File: config.mk
export PLATFORM = sky130hd
export DESIGN_NAME = proc_link_tx
export DESIGN_NICKNAME = d
export VERILOG_FILES = /design/src/rtl/proc_link_tx.sv
export SDC_FILE = /design/constraint.sdc
export NUM_CORES = 1
export LEC_CHECK = 0
export BUFFER_PORTS_ARGS = -buffer_cell sky130_fd_sc_hd__buf_2
export CAP_MARGIN = 20
export CORE_UTILIZATION = 60
export DETAILED_ROUTE_END_ITERATION = 8
export GPL_TIMING_DRIVEN = 0
export PLACE_DENSITY = 0.78
export SETUP_SLACK_MARGIN = 0.3
export SYNTH_ARGS = -nofsm -noshare
export SYNTH_HDL_FRONTEND = slang
export SYNTH_SLANG_ARGS = --single-unit
File: constraint.sdc
create_clock -name clk -period 2.7 [get_ports clk]
set_input_delay 0.135 -clock clk [delete_from_list [all_inputs] [get_ports clk]]
set_output_delay 0.135 -clock clk [all_outputs]
set_load 0.005 [all_outputs]
File: src/rtl/proc_link_tx.sv
// proc_link_tx: transmit end of the processor's outbound link.
// Words strobed on snd are queued in a small FIFO, then each word is sent on tx as four
// UART 8N1 frames, least-significant byte first. The line is driven from a register so it
// never glitches; it follows the FSM by one clock.
module proc_link_tx #(
    parameter int unsigned CLKS_PER_BIT = 434,
    parameter int unsigned FIFO_DEPTH   = 4
) (
    input  logic        clk,
    input  logic        rst_n,
    input  logic        snd,
    input  logic [31:0] interface_data,
    input  logic        clr_overflow,
    output logic        tx,
    output logic        tx_busy,
    output logic        fifo_full,
    output logic        overflow,
    output logic        tx_done
);

    localparam int unsigned AW = (FIFO_DEPTH > 1) ? $clog2(FIFO_DEPTH) : 1;
    localparam int unsigned CW = AW + 1;
    localparam int unsigned TW = (CLKS_PER_BIT > 1) ? $clog2(CLKS_PER_BIT) : 1;

    localparam logic [TW-1:0] TIMER_MAX  = TW'(CLKS_PER_BIT - 1);
    localparam logic [CW-1:0] COUNT_FULL = CW'(FIFO_DEPTH);

    typedef enum logic [1:0] {
        StIdle,
        StStart,
        StData,
        StStop
    } state_t;

    // FIFO storage and bookkeeping
    logic [31:0]   mem [FIFO_DEPTH];
    logic [AW-1:0] wr_ptr_q;
    logic [AW-1:0] rd_ptr_q;
    logic [CW-1:0] count_q;
    logic          overflow_q;

    // Serializer state
    state_t        state_q;
    state_t        state_d;
    logic [TW-1:0] timer_q;
    logic [2:0]    bit_idx_q;
    logic [1:0]    byte_idx_q;
    logic [31:0]   shift_q;

    // Registered line outputs
    logic          tx_q;
    logic          tx_d;
    logic          word_end_q;
    logic          word_end_d;
    logic          tx_done_q;

    logic          push;
    logic          pop;
    logic          bit_tick;
    logic [7:0]    cur_byte;

    // Fullness is judged on the pre-edge count, so a same-cycle pop never frees a slot for snd.
    assign fifo_full = (count_q == COUNT_FULL);
    assign push      = snd && !fifo_full;
    assign pop       = (state_q == StIdle) && (count_q != '0);
    assign bit_tick  = (timer_q == TIMER_MAX);
    assign cur_byte  = shift_q[7:0];

    assign tx        = tx_q;
    assign tx_busy   = (count_q != '0) || (state_q != StIdle);
    assign overflow  = overflow_q;
    assign tx_done   = tx_done_q;

    // FIFO data array; contents are don't-care while the entry is unoccupied.
    always_ff @(posedge clk) begin
        if (push) begin
            mem[wr_ptr_q] <= interface_data;
        end
    end

    // FIFO pointers, occupancy and the sticky overflow flag (set beats clear).
    always_ff @(posedge clk or negedge rst_n) begin
        if (!rst_n) begin
            wr_ptr_q   <= '0;
            rd_ptr_q   <= '0;
            count_q    <= '0;
            overflow_q <= 1'b0;
        end else begin
            if (push) begin
                wr_ptr_q <= wr_ptr_q + AW'(1);
            end
            if (pop) begin
                rd_ptr_q <= rd_ptr_q + AW'(1);
            end
            case ({push, pop})
                2'b10:   count_q <= count_q + CW'(1);
                2'b01:   count_q <= count_q - CW'(1);
                default: count_q <= count_q;
            endcase
            if (snd && fifo_full) begin
                overflow_q <= 1'b1;
            end else if (clr_overflow) begin
                overflow_q <= 1'b0;
            end
        end
    end

    // FSM state register.
    always_ff @(posedge clk or negedge rst_n) begin
        if (!rst_n) begin
            state_q <= StIdle;
        end else begin
            state_q <= state_d;
        end
    end

    // FSM next-state logic.
    always_comb begin
        state_d = state_q;
        case (state_q)
            StIdle: begin
                if (count_q != '0) begin
                    state_d = StStart;
                end
            end
            StStart: begin
                if (bit_tick) begin
                    state_d = StData;
                end
            end
            StData: begin
                if (bit_tick && (bit_idx_q == 3'd7)) begin
                    state_d = StStop;
                end
            end
            StStop: begin
                if (bit_tick) begin
                    state_d = (byte_idx_q == 2'd3) ? StIdle : StStart;
                end
            end
            default: state_d = StIdle;
        endcase
    end

    // Bit timer, bit/byte indices and the word shift register.
    always_ff @(posedge clk or negedge rst_n) begin
        if (!rst_n) begin
            timer_q    <= '0;
            bit_idx_q  <= '0;
            byte_idx_q <= '0;
            shift_q    <= '0;
        end else begin
            if (state_q == StIdle || bit_tick) begin
                timer_q <= '0;
            end else begin
                timer_q <= timer_q + TW'(1);
            end
            case (state_q)
                StIdle: begin
                    if (pop) begin
                        shift_q    <= mem[rd_ptr_q];
                        byte_idx_q <= '0;
                        bit_idx_q  <= '0;
                    end
                end
                StStart: begin
                    if (bit_tick) begin
                        bit_idx_q <= '0;
                    end
                end
                StData: begin
                    if (bit_tick) begin
                        bit_idx_q <= bit_idx_q + 3'd1;
                    end
                end
                StStop: begin
                    // Next byte moves into the low lane; the last byte leaves the word as is.
                    if (bit_tick && (byte_idx_q != 2'd3)) begin
                        shift_q    <= {8'h00, shift_q[31:8]};
                        byte_idx_q <= byte_idx_q + 2'd1;
                    end
                end
                default: ;
            endcase
        end
    end

    // FSM output logic: line level for the current bit and end-of-word detect.
    always_comb begin
        tx_d       = 1'b1;
        word_end_d = 1'b0;
        case (state_q)
            StIdle:  tx_d = 1'b1;
            StStart: tx_d = 1'b0;
            StData:  tx_d = cur_byte[bit_idx_q];
            StStop: begin
                tx_d       = 1'b1;
                word_end_d = bit_tick && (byte_idx_q == 2'd3);
            end
            default: tx_d = 1'b1;
        endcase
    end

    // Output registers; tx_done is delayed a further cycle so it lines up with the end of
    // the last stop bit as seen on tx.
    always_ff @(posedge clk or negedge rst_n) begin
        if (!rst_n) begin
            tx_q       <= 1'b1;
            word_end_q <= 1'b0;
            tx_done_q  <= 1'b0;
        end else begin
            tx_q       <= tx_d;
            word_end_q <= word_end_d;
            tx_done_q  <= word_end_q;
        end
    end

endmodule
==> summary.txt <==
Floorplanning
  – Total die area: 13500 um2
  – Die Wd: 116.2 um
  – Initial Util: 61.74%
  – # rows: 41
  – Die height: 116.2 um
  – Core box area: 12670 um2
  – # IOs: 41

Yosys
  – Synth top cells by count: edfxtp_1 (128), dfrtp_1 (58), mux4_2 (33)
  – Avg Inst Size Synth: 18.85 um2
  – Post-synthesis register bit count: 187
  – Cell with the most instances after synthesis: edfxtp_1
  – Top FF cell, synth: edfxtp_1
  – Mapped Cells: 415
  – Area contributors post-synth: edfxtp_1 (49%), dfrtp_1 (19%), mux4_2 (9.5%)
  – Distinct cells, synth: 43
  – Syn nets: 469
  – Most area-hungry cell type in the Yosys netlist: edfxtp_1
  – Post-synthesis sequential area ratio: 68.03%
  – Post-synth EDFFs: 128
  – Top cell type's share of synthesized area: 49.14%
  – Synthesis Warnings: 0
  – Mapped cell area: 7823 um2
  – Ys async rst share: 31.55%

Setup path
  – Slowest library cell on the worst path: dfrtp_1
  – Startpoint class of the critical path: flop
  – Critical path required time: 3010 ps
  – Most used cell, CP: inv_1
  – Reg-to-reg startpoint: state_q[0]
  – Critical path, cell by cell: inv_1, ha_1, nor4b_2, inv_1, nand2_1, o21ai_4, buf_12, mux2_4
  – CP Data Arrival Time: 2600 ps
  – R2R setup slack: 410 ps
  – Reg-to-Reg End: shift_q[23]
  – R2R depth: 8
  – Crit. End Element: flop
  – WS Path Type: reg2reg
  – Crit path max fanout: 10
  – CP peak stage delay: 430 ps

Placed design
  – IO buf count: 40
  – HPWL reported at the end of detailed placement: 8526 um
  – Area after DPL: 8346 um2
  – Placer Congestion: 0.7214

Timing
  – Slew headroom: 49.95%
  – Final Hold Violating Endpoints: 0
  – Fmax: 0.4365 GHz
  – RSZ-0062 raised after global routing: true
  – Slew @ Worst Pin: 750.8 ps
  – Clk_skew: 6.899 ps
  – Period utilization: 84.85%
  – Slew Limit Fails: 0
  – Fin crit period: 2291 ps
  – Setup violations, final: 0

Detailed routing
  – Routed Antenna Nets: 0
  – Iter 0 DRT Violations: 222
  – Post-Route WL: 13860 um
  – Via density: 5.582
  – DR vias: 3902
  – DRT Pass-1 Iters: 6
  – Drt wl/cell: 19.83 um
  – Residual DRC count: 0

Clock network
  – Cts bufs inserted: 17
  – TritonCTS clock tree: yes
  – Clk_lat worst skew: 430 ps
  – CTS max path bufs: 2
  – Num Clock Sinks: 187
  – # H-tree levels: 4
  – Clock transition at path regs: 70 ps
  – Root Buffer Master: clkbuf_16

Global routing
  – Initial antenna violation count: 0
  – Largest net degree at the start of global routing: 33
  – Gr usage total: 23.40%
  – First-pass GRT wire length: 22200 um
  – Vias in the first global route: 4329
  – GRT overflow: 0

Final layout
  – Final Util: 73.88%
  – Area growth syn-to-layout: 19.67%
  – Final instance area: 9361 um2
  – Layout net count: 568
  – Fillers: 756
  – Layout cells sized above 1: 36.62%
  – # diodes: 0

Power and ir drop
  – Static leakage power: 3.575 nW
  – Pwr per Cell Area: 1132 nW/um2
  – Max VDD drop: 0.0006034 V

Outcome
  – Status: finished clean

Flow run
  – MaxCap Viol Count: 0

Worst hold path
  – Worst min-delay path category: in2async
-- worst max-delay path by stage --
stage	startpoint	endpoint	slack, ps	cells past startpoint
final	state_q[0]	shift_q[23]	410	8
after global routing	state_q[0]	shift_q[22]	300	8
after CTS	state_q[0]	count_q[2]	350	9
after detailed placement	state_q[1]	shift_q[19]	210	5
after global placement	count_q[0]	mem[1][14]	-210	4
after floorplan	count_q[0]	mem[0][0]	510	4
-- critical path, delay by kind of cell (launching register included) --
kind	cells	cell delay (ps)
AOI/OAI and AO/OA	1	370
muxes	1	310
adders and majority gates	1	270
DFF	1	430
and+or+nand+nor	2	300
buffers and inverters	3	480
-- report_power, final --
group          switching, mW  total [mW]  internal (mW)
clock network           1.03        2.67           1.65
registers              0.372        4.28           3.91
logic                   1.63        3.65           2.02
total                   3.03        10.6           7.57
-- metrics by stage --
| step | worst slack [ps] | std cells | TNS [ps] | hold WS (ps) | total power [mW] |
|---|---|---|---|---|---|
| 3_5_place_dp | 211.1 | 631 | 0 | 202.7 | 7.914 |
| 2_1_floorplan | 510.7 | 415 | 0 | -160.6 | 6.976 |
| 5_1_grt | 299.7 | 699 | 0 | 356.1 | 11.12 |
| 6_report | 408.9 | 699 | 0 | 271.9 | 10.60 |
| 4_1_cts | 348.7 | 698 | 0 | 286.5 | 10.68 |
| 3_3_place_gp | -207.0 | 627 | -24920 | 333.8 | 7.702 |
-- sequential cells by signal, indices dropped and copies added, names as in the netlist --
register and cells:
mem 128, shift_q 32, timer_q 9, bit_idx_q 3, count_q 3, byte_idx_q 2
rd_ptr_q 2, state_q 2, wr_ptr_q 2, overflow 1, tx 1, tx_done 1
word_end_q 1
-- layout make-up --
cell class / instances / area (um2) / area share [%]
flip-flops and latches: 187 / 5321 / 56.84
inverters: 16 / 60.06 / 0.6415
multi-input cells: 195 / 2328 / 24.87
repair buffers: 80 / 660.6 / 7.057
plain buffers: 17 / 130.1 / 1.390
clock inverters: 14 / 216.5 / 2.312
clock buffers: 18 / 429.2 / 4.584
well taps: 172 / 215.2 / 2.299
-- layout by cell type, fill, tap and decap left out, types with 2 or more instances in the layout --
cell / synthesis / routed
a211o_2: 2 / 2
and2_2: 0 / 3
buf_12: 3 / 4
buf_16: 0 / 3
buf_2: 4 / 44
bufinv_16: 0 / 5
clkbuf_1: 9 / 5
clkbuf_16: 0 / 17
clkbuf_2: 0 / 4
clkinv_4: 0 / 2
clkinvlp_4: 0 / 3
dfrtp_1: 58 / 58
dlygate4sd3_1: 0 / 35
edfxtp_1: 128 / 128
ha_1: 17 / 17
inv_1: 16 / 16
inv_6: 0 / 2
mux2_2: 32 / 32
mux2_4: 29 / 29
mux2i_1: 4 / 4
mux4_2: 33 / 33
nand2_1: 9 / 9
nand3_1: 2 / 2
nor2_1: 14 / 14
nor2b_1: 12 / 12
nor3_1: 2 / 2
o21ai_0: 2 / 2
xnor2_1: 7 / 7
xor2_1: 6 / 6
-- metal layers --
metal | track usage [%] | routed length [um]
met1 | 27.91 | 5687
met2 | 40.91 | 7374
met3 | 5.034 | 426
met4 | 10.94 | 376
met5 | 0 | 0
-- repair_timing --
action | 4_1_cts | 5_1_grt
pin swaps | 0 | 1
buffers inserted | 0 | 1
setup endpoints to repair | 29 | 60
gates resized for setup | 2 | 9
hold endpoints to repair | 155 | 0
hold buffers | 35 | 0
-- cell families (layout without fill, tap and decap cells) --
| logic type | Yosys count | count (layout) | synth area share (%) |
|---|---|---|---|
| AOI/OAI and AO/OA | 12 | 12 | 1.280 |
| xor gates and xnor gates | 13 | 13 | 1.456 |
| adders and majority gates | 18 | 18 | 2.975 |
| buffers and inverters | 33 | 145 | 2.367 |
| DFF | 187 | 187 | 68.03 |
| muxes | 98 | 98 | 20.19 |
| and+or+nand+nor | 54 | 54 | 3.711 |
Note: power is estimated with default switching activity, not from simulation.
